==> src/rtl/logic_ram_rmw_pkg.sv <==
// Shared types for the logic RAM read-modify-write front end.
package logic_ram_rmw_pkg;

  typedef enum logic [1:0] {
    OP_READ  = 2'd0,
    OP_WRITE = 2'd1,
    OP_ADD   = 2'd2,
    OP_OR    = 2'd3
  } rmw_op_t;

  typedef enum logic {
    ST_INIT = 1'b0,
    ST_RUN  = 1'b1
  } state_t;

endpackage

==> src/rtl/logic_ram_rmw_alu.sv <==
// Combinational op unit: computes the post-op word and whether it must be written back.
module logic_ram_rmw_alu
  import logic_ram_rmw_pkg::*;
#(
  parameter int DATA_WIDTH = 32
) (
  input  logic [1:0]            opcode_in,
  input  logic [DATA_WIDTH-1:0] old_in,
  input  logic [DATA_WIDTH-1:0] operand_in,
  output logic [DATA_WIDTH-1:0] new_out,
  output logic                  wr_out
);

  always_comb begin
    new_out = old_in;
    wr_out  = 1'b0;
    case (rmw_op_t'(opcode_in))
      OP_READ:  wr_out = 1'b0;
      OP_WRITE: begin
        new_out = operand_in;
        wr_out  = 1'b1;
      end
      OP_ADD: begin
        new_out = old_in + operand_in;
        wr_out  = 1'b1;
      end
      OP_OR: begin
        new_out = old_in | operand_in;
        wr_out  = 1'b1;
      end
      default: wr_out = 1'b0;
    endcase
  end

endmodule

==> src/rtl/logic_ram_rmw_stage.sv <==
// RMW front end: init sweep after reset, then one atomic op per cycle with
// one-deep write forwarding to cover the RAM's read-old-on-collision behaviour.
module logic_ram_rmw_stage
  import logic_ram_rmw_pkg::*;
#(
  parameter int                  DATA_WIDTH = 32,
  parameter int                  DEPTH      = 217,
  parameter int                  ADDR_WIDTH = $clog2(DEPTH),
  parameter logic [DATA_WIDTH-1:0] INIT_VALUE = '0
) (
  input  logic                  clk,
  input  logic                  rst,
  input  logic                  in_valid,
  output logic                  in_ready,
  input  logic [1:0]            in_opcode,
  input  logic [ADDR_WIDTH-1:0] in_addr,
  input  logic [DATA_WIDTH-1:0] in_operand,
  output logic                  out_valid,
  output logic [DATA_WIDTH-1:0] out_data,
  output logic [ADDR_WIDTH-1:0] ram_rdaddr_out,
  input  logic [DATA_WIDTH-1:0] ram_rddata_in,
  output logic                  ram_wren_out,
  output logic [ADDR_WIDTH-1:0] ram_wraddr_out,
  output logic [DATA_WIDTH-1:0] ram_wrdata_out
);

  localparam logic [ADDR_WIDTH-1:0] LAST_ADDR = ADDR_WIDTH'(DEPTH - 1);

  state_t                  state_q, state_d;
  logic [ADDR_WIDTH-1:0]   cnt_q, cnt_d;
  logic                    vld_p1_q, vld_p1_d;
  logic [1:0]              op_p1_q, op_p1_d;
  logic [ADDR_WIDTH-1:0]   addr_p1_q, addr_p1_d;
  logic [DATA_WIDTH-1:0]   operand_p1_q, operand_p1_d;
  logic                    fwd_vld_q, fwd_vld_d;
  logic [ADDR_WIDTH-1:0]   fwd_addr_q, fwd_addr_d;
  logic [DATA_WIDTH-1:0]   fwd_data_q, fwd_data_d;

  logic                    accept;
  logic                    fwd_hit;
  logic [DATA_WIDTH-1:0]   old_p1;
  logic [DATA_WIDTH-1:0]   alu_new;
  logic                    alu_wr;
  logic                    wr_p1;
  logic                    init_wr;

  // Stage 0: accept and register the op; the RAM read is launched in parallel.
  assign in_ready       = !rst && (state_q == ST_RUN);
  assign accept         = in_valid && in_ready;
  assign ram_rdaddr_out = in_addr;

  always_comb begin
    state_d      = state_q;
    cnt_d        = cnt_q;
    vld_p1_d     = accept;
    op_p1_d      = in_opcode;
    addr_p1_d    = in_addr;
    operand_p1_d = in_operand;
    if (state_q == ST_INIT) begin
      cnt_d = cnt_q + 1'b1;
      if (cnt_q == LAST_ADDR) state_d = ST_RUN;
    end
    if (rst) begin
      state_d  = ST_INIT;
      cnt_d    = '0;
      vld_p1_d = 1'b0;
    end
  end

  // Stage 1: resolve the pre-op value, compute the new word, write back.
  assign fwd_hit = fwd_vld_q && (fwd_addr_q == addr_p1_q);
  assign old_p1  = fwd_hit ? fwd_data_q : ram_rddata_in;

  logic_ram_rmw_alu #(
    .DATA_WIDTH(DATA_WIDTH)
  ) u_alu (
    .opcode_in (op_p1_q),
    .old_in    (old_p1),
    .operand_in(operand_p1_q),
    .new_out   (alu_new),
    .wr_out    (alu_wr)
  );

  // Reset is gated in combinationally so an in-flight op can neither report nor commit.
  assign wr_p1     = !rst && vld_p1_q && alu_wr;
  assign init_wr   = !rst && (state_q == ST_INIT);
  assign out_valid = !rst && vld_p1_q;
  assign out_data  = old_p1;

  assign ram_wren_out   = init_wr || wr_p1;
  assign ram_wraddr_out = init_wr ? cnt_q : addr_p1_q;
  assign ram_wrdata_out = init_wr ? INIT_VALUE : alu_new;

  always_comb begin
    fwd_vld_d  = wr_p1;
    fwd_addr_d = addr_p1_q;
    fwd_data_d = alu_new;
  end

  always_ff @(posedge clk) begin
    if (rst) begin
      state_q   <= ST_INIT;
      cnt_q     <= '0;
      vld_p1_q  <= 1'b0;
      fwd_vld_q <= 1'b0;
    end else begin
      state_q   <= state_d;
      cnt_q     <= cnt_d;
      vld_p1_q  <= vld_p1_d;
      fwd_vld_q <= fwd_vld_d;
    end
    op_p1_q      <= op_p1_d;
    addr_p1_q    <= addr_p1_d;
    operand_p1_q <= operand_p1_d;
    fwd_addr_q   <= fwd_addr_d;
    fwd_data_q   <= fwd_data_d;
  end

  always_ff @(posedge clk) begin
    if (accept) begin
      assert ({1'b0, in_addr} < (ADDR_WIDTH + 1)'(DEPTH))
        else $error("logic_ram_rmw_stage: in_addr %0d out of range", in_addr);
    end
  end

endmodule
==> config.mk <==
export PLATFORM = sky130hd
export DESIGN_NAME = logic_ram_rmw_stage
export DESIGN_NICKNAME = d
export VERILOG_FILES = /design/src/rtl/logic_ram_rmw_pkg.sv /design/src/rtl/logic_ram_rmw_alu.sv /design/src/rtl/logic_ram_rmw_stage.sv
export SDC_FILE = /design/constraint.sdc
export NUM_CORES = 1
export LEC_CHECK = 0
export ABC_AREA = 1
export CAP_MARGIN = 20
export CORE_ASPECT_RATIO = 1.25
export CORE_MARGIN = 2
export CORE_UTILIZATION = 25
export CTS_CLUSTER_DIAMETER = 100
export CTS_CLUSTER_SIZE = 24
export DETAILED_ROUTE_END_ITERATION = 8
export HOLD_SLACK_MARGIN = 0.15
export PLACE_DENSITY = 0.41
export SYNTH_ARGS = -nofsm -noshare
export SYNTH_HDL_FRONTEND = slang
export SYNTH_SLANG_ARGS = --single-unit
==> constraint.sdc <==
create_clock -name clk -period 6.62 [get_ports clk]
set_input_delay 1.324 -clock clk [delete_from_list [all_inputs] [get_ports clk]]
set_output_delay 1.324 -clock clk [all_outputs]
set_load 0.05 [all_outputs]
# Word-level counts from Yosys, hierarchy flattened

Cells that the tools add are included.

Add/sub/neg operators: 2
Multiply operators: 0
Div/mod/pow operators: 0
Magnitude comparators: 0
Equal/unequal tests: 5
Shifts and indexed selects: 0
Mux-type cells: 7
Bitwise operators: 2
Reductions and logical operators: 10

Operators with widths:

| operator                                            | count |
|---|---|
| one-hot mux 32 bit (3 select lines)                 | 1 |
| two-way mux 32 bit                                  | 2 |
| adder 32 bit                                        | 1 |
| bitwise OR 32 bit                                   | 1 |
| adder 8 x 1 -> 8 bit, second input constant         | 1 |
| equality test 8 bit                                 | 1 |
| equality test 8 bit, second input constant          | 1 |
| two-way mux 8 bit                                   | 1 |
| logical AND 1 bit                                   | 6 |
| equality test 2 bit, second input constant          | 2 |
| OR reduction 3 bit                                  | 1 |
| equality test 2 x 1 -> 1 bit, second input constant | 1 |
| logical NOT 2 bit                                   | 1 |
| two-way mux 1 bit                                   | 2 |
| one-hot mux 1 bit (2 select lines)                  | 1 |
| logical NOT 1 bit                                   | 1 |
| logical OR 1 bit                                    | 1 |
| inverter 1 bit                                      | 1 |

Bits in registers: 93
Bits in latches: 0
RAM bits: 0
Bits in read-only memories: 0
Output and inout port bits: 83
Logic and storage cells: 35
Memories kept: 0

# Longest topological paths before layout

Gate-level depths: netlist of the first run.

Word-level depth: 6
Gate-level depth with buffers: 26
Gate-level depth less buffers: 24

# Hierarchy

Synthesis of the first run repeated with hierarchy kept, for this count alone.

Cells, all modules: 1181
Area, all modules: 7422.1 µm²

Modules (own cells, without submodules):

| module              | instances | cells each | area an instance (µm²) | sequential area each (µm²) |
|---|---|---|---|---|
| logic_ram_rmw_alu   | 1         | 761        | 3849.9                 | 0.0 |
| logic_ram_rmw_stage | 1         | 420        | 3572.2                 | 1861.8 |

# Worst setup path after synthesis of the first run

Ideal clock, no wire load.

Kind: input -> output
From: input port ram_rddata_in[0]
To: output port ram_wrdata_out[16]
Arrival: 3.883 ns
Data required time: 5.296 ns
Slack: 1.413 ns
Cell stages on the path: 16
Cells stage by stage: nand2_1 -> nand2_1 -> ha_1 -> inv_1 -> fa_1 -> inv_1 -> nand3_1 -> nand3_1 -> nand2_1 -> nand2_1 -> nand3_1 -> nand2_1 -> nor2_1 -> o21ai_1 -> nand2_1 -> nor2_1

Cells in the longest elaborated chain, start to end: 4

Ends and longest elaborated chain:

| what                                | line                      | text |
|---|---|---|
| start: declaration                  | logic_ram_rmw_stage.sv:21 | `input logic [DATA_WIDTH-1:0] ram_rddata_in,` |
| two-way mux 32 bit                  | logic_ram_rmw_stage.sv:72 | `assign old_p1 = fwd_hit ? fwd_data_q : ram_rddata_in;` |
| net out_data[0]                     | logic_ram_rmw_stage.sv:19 | `output logic [DATA_WIDTH-1:0] out_data,` |
| adder 32 bit                        | logic_ram_rmw_alu.sv:24   | `new_out = old_in + operand_in;` |
| one-hot mux 32 bit (3 select lines) | logic_ram_rmw_alu.sv:17   | `case (rmw_op_t'(opcode_in))` |
| two-way mux 32 bit                  | logic_ram_rmw_stage.sv:92 | `assign ram_wrdata_out = init_wr ? INIT_VALUE : alu_new;` |
| end: declaration                    | logic_ram_rmw_stage.sv:24 | `output logic [DATA_WIDTH-1:0] ram_wrdata_out` |

The timed path passes the listed nets, and every way through them passes these cells.

# Worst setup path in the final report of the first run

From: register addr_p1_q[6]
To: output port ram_wrdata_out[4]

Cells in the longest elaborated chain, start to end: 6
Elaborated cells on any way between the ends: 7

Ends and longest elaborated chain:

| what                                                     | line                                             | text |
|---|---|---|
| start: declaration                                       | logic_ram_rmw_stage.sv:33                        | `logic [ADDR_WIDTH-1:0] addr_p1_q, addr_p1_d;` |
| start signal: assignment                                 | logic_ram_rmw_stage.sv:113                       | `addr_p1_q <= addr_p1_d;` |
| equality test 8 bit *                                    | logic_ram_rmw_stage.sv:71                        | `assign fwd_hit = fwd_vld_q && (fwd_addr_q == addr_p1_q);` |
| logical AND 1 bit *                                      | logic_ram_rmw_stage.sv:71                        |  |
| two-way mux 32 bit *                                     | logic_ram_rmw_stage.sv:72                        |  |
| adder 32 bit / bitwise OR 32 bit (equally long branches) | logic_ram_rmw_alu.sv:24, logic_ram_rmw_alu.sv:28 |  |
| one-hot mux 32 bit (3 select lines) *                    | logic_ram_rmw_alu.sv:17                          |  |
| two-way mux 32 bit *                                     | logic_ram_rmw_stage.sv:92                        |  |

Mark *: on every way between the ends. The rest lies on a longest branch, timed or not.

==> results of run 1 <==
logic make-up after synthesis:
group,after synthesis
fa+ha+maj,66
xor+xnor,2
buf+inv,282
compound gates,108
simple gates,637
flops,93
critical path: stages, from the launching register on:
cell	delay [ps]
dfxtp_1	340
xnor2_1	280
nand4_1	210
nor3_4	590
nand2_1	100
buf_4	300
nand2_1	140
nand2_1	110
ha_1	240
inv_1	80
fa_1	150
inv_1	100
nand3_1	90
nand3_1	170
or2_2	320
nand3_1	70
o221ai_1	110
inv_1	100
nand2_1	50
nand2_1	80
nor2_1	50
clkdlybuf4s50_1	730
worst max-delay path by stage:
stage / from / cells after the start / end
CTS: addr_p1_q[6] / 21 / ram_wrdata_out[4]
global route: addr_p1_q[6] / 21 / ram_wrdata_out[4]
floorplan: ram_rddata_in[0] / 16 / ram_wrdata_out[16]
detailed placement: ram_rddata_in[0] / 17 / ram_wrdata_out[4]
global placement: ram_rddata_in[0] / 17 / ram_wrdata_out[4]
finish: addr_p1_q[6] / 21 / ram_wrdata_out[4]
layer usage:
metal | wire length (um) | track usage, %
met5 | 0 | 0
met2 | 14000 | 35.0
met3 | 1120 | 2.72
met1 | 11400 | 20.9
met4 | 357 | 4.49
area by class of cell:
| type | instances | area, sq um | share of cell area [%] |
|---|---|---|---|
| Multi-Input combinational cell | 813 | 4190 | 44.9 |
| Sequential cell | 93 | 1860 | 20.0 |
| Timing Repair Buffer | 169 | 1630 | 17.4 |
| Inverter | 246 | 923 | 9.90 |
| Tap cell | 355 | 444 | 4.76 |
| Clock buffer | 11 | 243 | 2.60 |
| Clock inverter | 5 | 42.5 | 0.456 |
placed cells by master, fill, tap and decap left out, drive strengths merged, types with 11 or more instances in the layout:
cell / netlist / final
a21oi: 27 / 27
buf: 18 / 34
clkbuf: 18 / 11
clkdlybuf4s50: 0 / 135
dfxtp: 93 / 93
ha: 65 / 65
inv: 245 / 247
nand2: 381 / 381
nand3: 110 / 110
nor2: 105 / 105
o21ai: 50 / 50
o22ai: 13 / 13
sequential cells by signal, summed over array words and instances, names as in the netlist:
register and cells:
addr_p1_q 8, operand_p1_q 32, op_p1_q 2, fwd_addr_q 8
state_q 1, cnt_q 8, fwd_data_q 32, fwd_vld_q 1
vld_p1_q 1
power groups by stage:
stage | Combinational, mW | Sequential, mW | Clock [mW]
3_5_place_dp | 0.613 | 0.638 | 0
4_1_cts | 0.616 | 0.625 | 0.550
3_3_place_gp | 0.612 | 0.638 | 0
5_1_grt | 0.671 | 0.630 | 0.569
6_report | 0.607 | 0.625 | 0.526
2_1_floorplan | 0.399 | 0.630 | 0
==> results by group, run 1 <==
Global route
  • Antenna violations before repair: 0
  • Total global-route track usage: 18.2%
  • Largest net degree at the start of global routing: 45
  • First-pass GRT wire length: approximately 41000 um
  • Total congestion overflow: 0
  • Vias in the first global route: 7353

Clocking
  • H-Tree Depth: 3
  • Clock Pin Slew Worst Setup and Hold Paths: 70 ps
  • Post-CTS sizing: 0
  • CTS tree: yes
  • Cts bufs inserted: 9
  • Clock latency on the worst-skew pair: between 300 and 400 ps
  • Clock Root Buffer: clkbuf_16
  • CTS Buffer Depth: 2
  • Hold Buf Count CTS: 0
  • Post-CTS setup buffers: 0
  • Clock sink count: 93

Yosys
  • Post-synth top flop: dfxtp_1
  • Cells after synthesis: 1188
  • Yosys top cell area share: 26.1%
  • Most common cell in the synthesized netlist: nand2_1
  • EDFF count, synth: 0
  • Post-synth ARST share: 0%
  • Synthesized area per cell: approximately 6.0 sq um
  • Top post-synthesis cells by count: 381 x nand2_1, 242 x inv_1, 104 x nor2_1
  • Dominant cells by area after synthesis: dfxtp_1 26%, nand2_1 20%, inv_1 13%
  • Syn_nets: 1331
  • Largest family of logic cells by synthesized area: simple AND/OR/NAND/NOR gates
  • Yosys warns: 0
  • Netlist cell types: 37
  • Netlist Area Pre-Place: 7130 sq um
  • Flops & latches, synth: 93
  • Synth Area in Compound Gates: 8.62%
  • XOR/XNOR Fraction of Synth Area: 0.246%
  • Synth area leader: dfxtp_1
  • Mux share of post-synthesis cell area: 0%
  • Fraction of the mapped netlist area in adder cells: 11.7%
  • Sequential fraction of the synthesis area: 26.1%
  • Post-Synth Simple-Gate Area: 37.7%

Placement
  • Post-DP Area: 9050 sq um
  • I/O Buffers: approximately 160
  • Hpwl dp: between 20000 and 25000 um
  • Setup Slack @ Placement: between 700 and 800 ps
  • GP Congestion: 0.925
  • Placed cell count: 1676

Pwr
  • Seq pwr share: between 30 and 40%
  • Internal power: 1.08 mW
  • Comb pwr share: 34.5%
  • Psw: 0.677 mW
  • Pwr/cell area: between 150 and 200 nW/um^2
  • Total power: around 1.8 mW
  • Sw Share: ~39%
  • Clock share of power: 29.9%
  • Lkg Pwr: 5.00 nW
  • Worst vdd ir: about 110 uV

Job
  • Max Cap Violations: 0

Finish
  • Antenna Cells: 0
  • Final-layout fill cell count: ~3100
  • Area Growth Syn to Fin: 30.9%
  • Final Cell Area: 9330 sq um
  • Layout net count: between 1000 and 1500
  • Final Core Density: 33.1%
  • Layout cell share with drive strength beyond 1: between 5 and 6%
  • Final Non-Filler Cells: about 1700

Die
  • Core ar.: 28200 sq um
  • Die width: 155 um
  • Initial Util: 25.3%
  • IO Count: 160
  • Die area: 29900 sq um
  • Height of the die: 193 um
  • Row cnt: 69

Route
  • Number of DRC markers in iteration 0: about 390
  • Drt drc: 0
  • DR vias: 7410
  • DRT Pass-1 Iters: 5
  • WL/cell: 15.9 um
  • Via density: 4.38
  • DRT Wirelength: 26900 um
  • Post-route ant nets: 0

Worst setup path
  • RR Endpoint: fwd_data_q[31]
  • Worst Setup Start Kind: flop
  • Max FO, Critical Path: 29
  • R2r startpoint: addr_p1_q[6]
  • R2R depth: 21
  • Reg2Reg Setup Slack: 2650 ps
  • Worst setup path class: flop to output port
  • Worst Path Arrival: 4770 ps
  • Critical path data required time: 5300 ps
  • Critical Path End Type: output port

Worst hold path
  • WHS Path Cells: 0
  • Worst hold endpoint: fwd_addr_q[0]
  • Worst hold start: addr_p1_q[0]
  • Hold crit path type: flop to flop

STA
  • Final worst slack: 528 ps
  • Final min period: 6090 ps
  • Final period utilization: 92.0%
  • Setup violators final: 0
  • RSZ-0062 raised after global routing: no
  • Min Hold Slack: 351 ps
  • Actual slew at the worst max-slew pin: 1030 ps
  • Fin. Hold Viols: 0
  • Clock skew: 13.1 ps
  • Max-slew violation count: 0
  • Slew headroom: between 30% and 40%
  • Total negative slack: 0 ps
  • F_max: 164 MHz

Outcome
  • Status: complete, no violations
Power figures use the tool's default switching activity.
==> run 2, diff against run 1 <==
--- a/config.mk
+++ b/config.mk
@@ -6,7 +6,8 @@
 export NUM_CORES = 1
 export LEC_CHECK = 0
 export ABC_AREA = 1
-export CAP_MARGIN = 20
+export ABC_CLOCK_PERIOD_IN_PS = 6620
+export CAP_MARGIN = 10
 export CORE_ASPECT_RATIO = 1.25
 export CORE_MARGIN = 2
 export CORE_UTILIZATION = 25
==> run 2 against run 1 <==
- die area stayed put
- wire length down 0.20%
- setup slack improved by 50 ps
- sequential power about the same
- critical path depth did not move
- hold slack got worse by 1.0 ps
- utilization fell by 0.093 points
- final cell count about the same
==> results by group, run 2 (synthesized netlist as in run 1, its figures left out) <==
Outcome
  • Status: complete, no violations

Worst setup path
  • Critical Path End Type: output port
  • R2r startpoint: addr_p1_q[6]
  • Worst Setup Start Kind: flop
  • R2R depth: 19
  • Worst setup path class: flop to output port
  • Reg2Reg Setup Slack: 2630 ps
  • Max FO, Critical Path: 29
  • Critical Path Start: addr_p1_q[6]
  • Worst Path Arrival: 4720 ps
  • Critical path data required time: about 5300 ps
  • RR Endpoint: fwd_data_q[31]

Pwr
  • Lkg Pwr: about 5 nW
  • Pwr/cell area: between 150 and 200 nW/um^2
  • Psw: 0.681 mW
  • Sw Share: 38.7%
  • Worst vdd ir: between 100 and 150 uV
  • Total power: 1.76 mW
  • Seq pwr share: 35.5%
  • Comb pwr share: approximately a third
  • Clock share of power: 30.1%
  • Internal power: ~1.1 mW

STA
  • Max-slew violation count: 0
  • Actual slew at the worst max-slew pin: 1120 ps
  • Fin. Hold Viols: 0
  • Total negative slack: 0 ps
  • Final period utilization: roughly 90%
  • F_max: 166 MHz
  • Slew headroom: 24.9%
  • Clock skew: 10.5 ps
  • Final min period: a little over 6000 ps
  • Min Hold Slack: 350 ps
  • Setup violators final: 0
  • RSZ-0062 raised after global routing: no

Placement
  • GP Congestion: 0.925
  • Post-DP Area: 9020 sq um
  • I/O Buffers: ~160
  • Hpwl dp: 21000 um
  • Placed cell count: about 1700

Route
  • DRT Wirelength: about 27000 um
  • DRT Pass-1 Iters: 6
  • DR vias: 7470
  • Number of DRC markers in iteration 0: 389
  • Post-route ant nets: 0
  • Drt drc: 0
  • WL/cell: 15.9 um
  • Via density: 4.42

Finish
  • Layout cell share with drive strength beyond 1: 5.76%
  • Final Non-Filler Cells: 1691
  • Layout net count: 1474
  • Area Growth Syn to Fin: 30.5%
  • Final-layout fill cell count: 3126
  • Antenna Cells: 0
  • Final Cell Area: approximately 9300 sq um
  • Commonest non-fill, non-tap cell in the layout: nand2_1
  • Commonest cells after routing, fill and taps aside: 381 x nand2_1, 242 x inv_1, 135 x clkdlybuf4s50_1, 101 x nor2_1, 100 x nand3_1
  • Largest registers: fwd_data_q (32), operand_p1_q (32)

Worst hold path
  • Worst hold start: addr_p1_q[0]
  • Worst hold endpoint: fwd_addr_q[0]
  • WHS Path Cells: 0
  • Hold crit path type: flop to flop

Global route
  • Antenna violations before repair: 0
  • Vias in the first global route: 7280
  • Total global-route track usage: 18.3%
  • First-pass GRT wire length: about 41000 um
  • Largest net degree at the start of global routing: 45
  • Total congestion overflow: 0

Clocking
  • Clock Root Buffer: clkbuf_16
  • Hold Buf Count CTS: 0
  • CTS Buffer Depth: 2
  • Clock sink count: 93
  • Clock Pin Slew Worst Setup and Hold Paths: 70 ps
  • Post-CTS setup buffers: 0
  • Post-CTS sizing: 0
  • Clock latency on the worst-skew pair: 370 ps
  • CTS tree: yes
  • H-Tree Depth: 3
  • Cts bufs inserted: 9

Die
  • IO Count: 160
  • Core ar.: ~28000 sq um
  • Height of the die: 193 um
  • Row cnt: 69
  • Initial Util: 25.3%
  • Die area: 29900 sq um
  • Die width: 155 um

Job
  • Max Cap Violations: 0
[run 2: cell types whose count changed in the layout (fill, tap and decap cells not counted), sizes merged]
cell	change
buf	-1
clkinv	-1
clkinvlp	+1
[run 2: cell type report]
class | instances | area (sq um) | area share, %
clock buffers | 11 | 243 | 2.61
clock inverters | 5 | 43.8 | 0.471
inverters | 246 | 923 | 9.92
multi-input cells | 813 | 4190 | 45.0
flip-flops and latches | 93 | 1860 | 20.0
well taps | 355 | 444 | 4.77
repair buffers | 168 | 1600 | 17.2
[run 2: worst max-delay path by stage]
stage               cells past startpoint  slack, ps            endpoint
floorplan                              16       1410  ram_wrdata_out[16]
global placement                       17        800   ram_wrdata_out[4]
detailed placement                     17        780   ram_wrdata_out[4]
CTS                                    21        520   ram_wrdata_out[4]
global route                           21        200   ram_wrdata_out[4]
finish                                 21        580   ram_wrdata_out[4]
[run 2: worst max-delay path: stages, from the launching register on]
cell and delay (ps):
dfxtp_1 340, xnor2_1 290, nand4_1 210, nor3_4 580, nand2_1 100, buf_4 300, nand2_1 130, nand2_1 100
ha_1 230, inv_1 80, fa_1 150, inv_1 100, nand3_1 90, nand3_1 160, or2_2 310, nand3_1 70
o221ai_1 110, inv_1 100, nand2_1 50, nand2_1 80, nor2_1 50, clkdlybuf4s50_1 730
[run 2: stage by stage]
stage,utilization (%),setup slack (ps)
3_3_place_gp,31.9,800
6_report,33.0,578
3_5_place_dp,31.9,784
4_1_cts,33.0,518
2_1_floorplan,-,1410
5_1_grt,33.0,199
[run 2: power groups by stage]
stage / clock [mW] / sequential (mW) / combinational, mW
floorplan: 0 / 0.630 / 0.399
global placement: 0 / 0.638 / 0.612
detailed placement: 0 / 0.638 / 0.612
CTS: 0.551 / 0.625 / 0.614
global route: 0.568 / 0.630 / 0.670
finish: 0.530 / 0.625 / 0.605
[run 2: routing by layer]
| metal | vias up | global-route usage, % | share of wire (%) | wire (um) |
|---|---|---|---|---|
| li1 | 3930 | - | - | - |
| met1 | 3336 | 21.1 | 43 | 11500 |
| met2 | 173 | 33.9 | 51 | 13700 |
| met3 | 31 | 2.92 | 3.8 | 1020 |
| met4 | 0 | 6.37 | 2.4 | 647 |
| met5 | - | 0 | 0 | 0 |
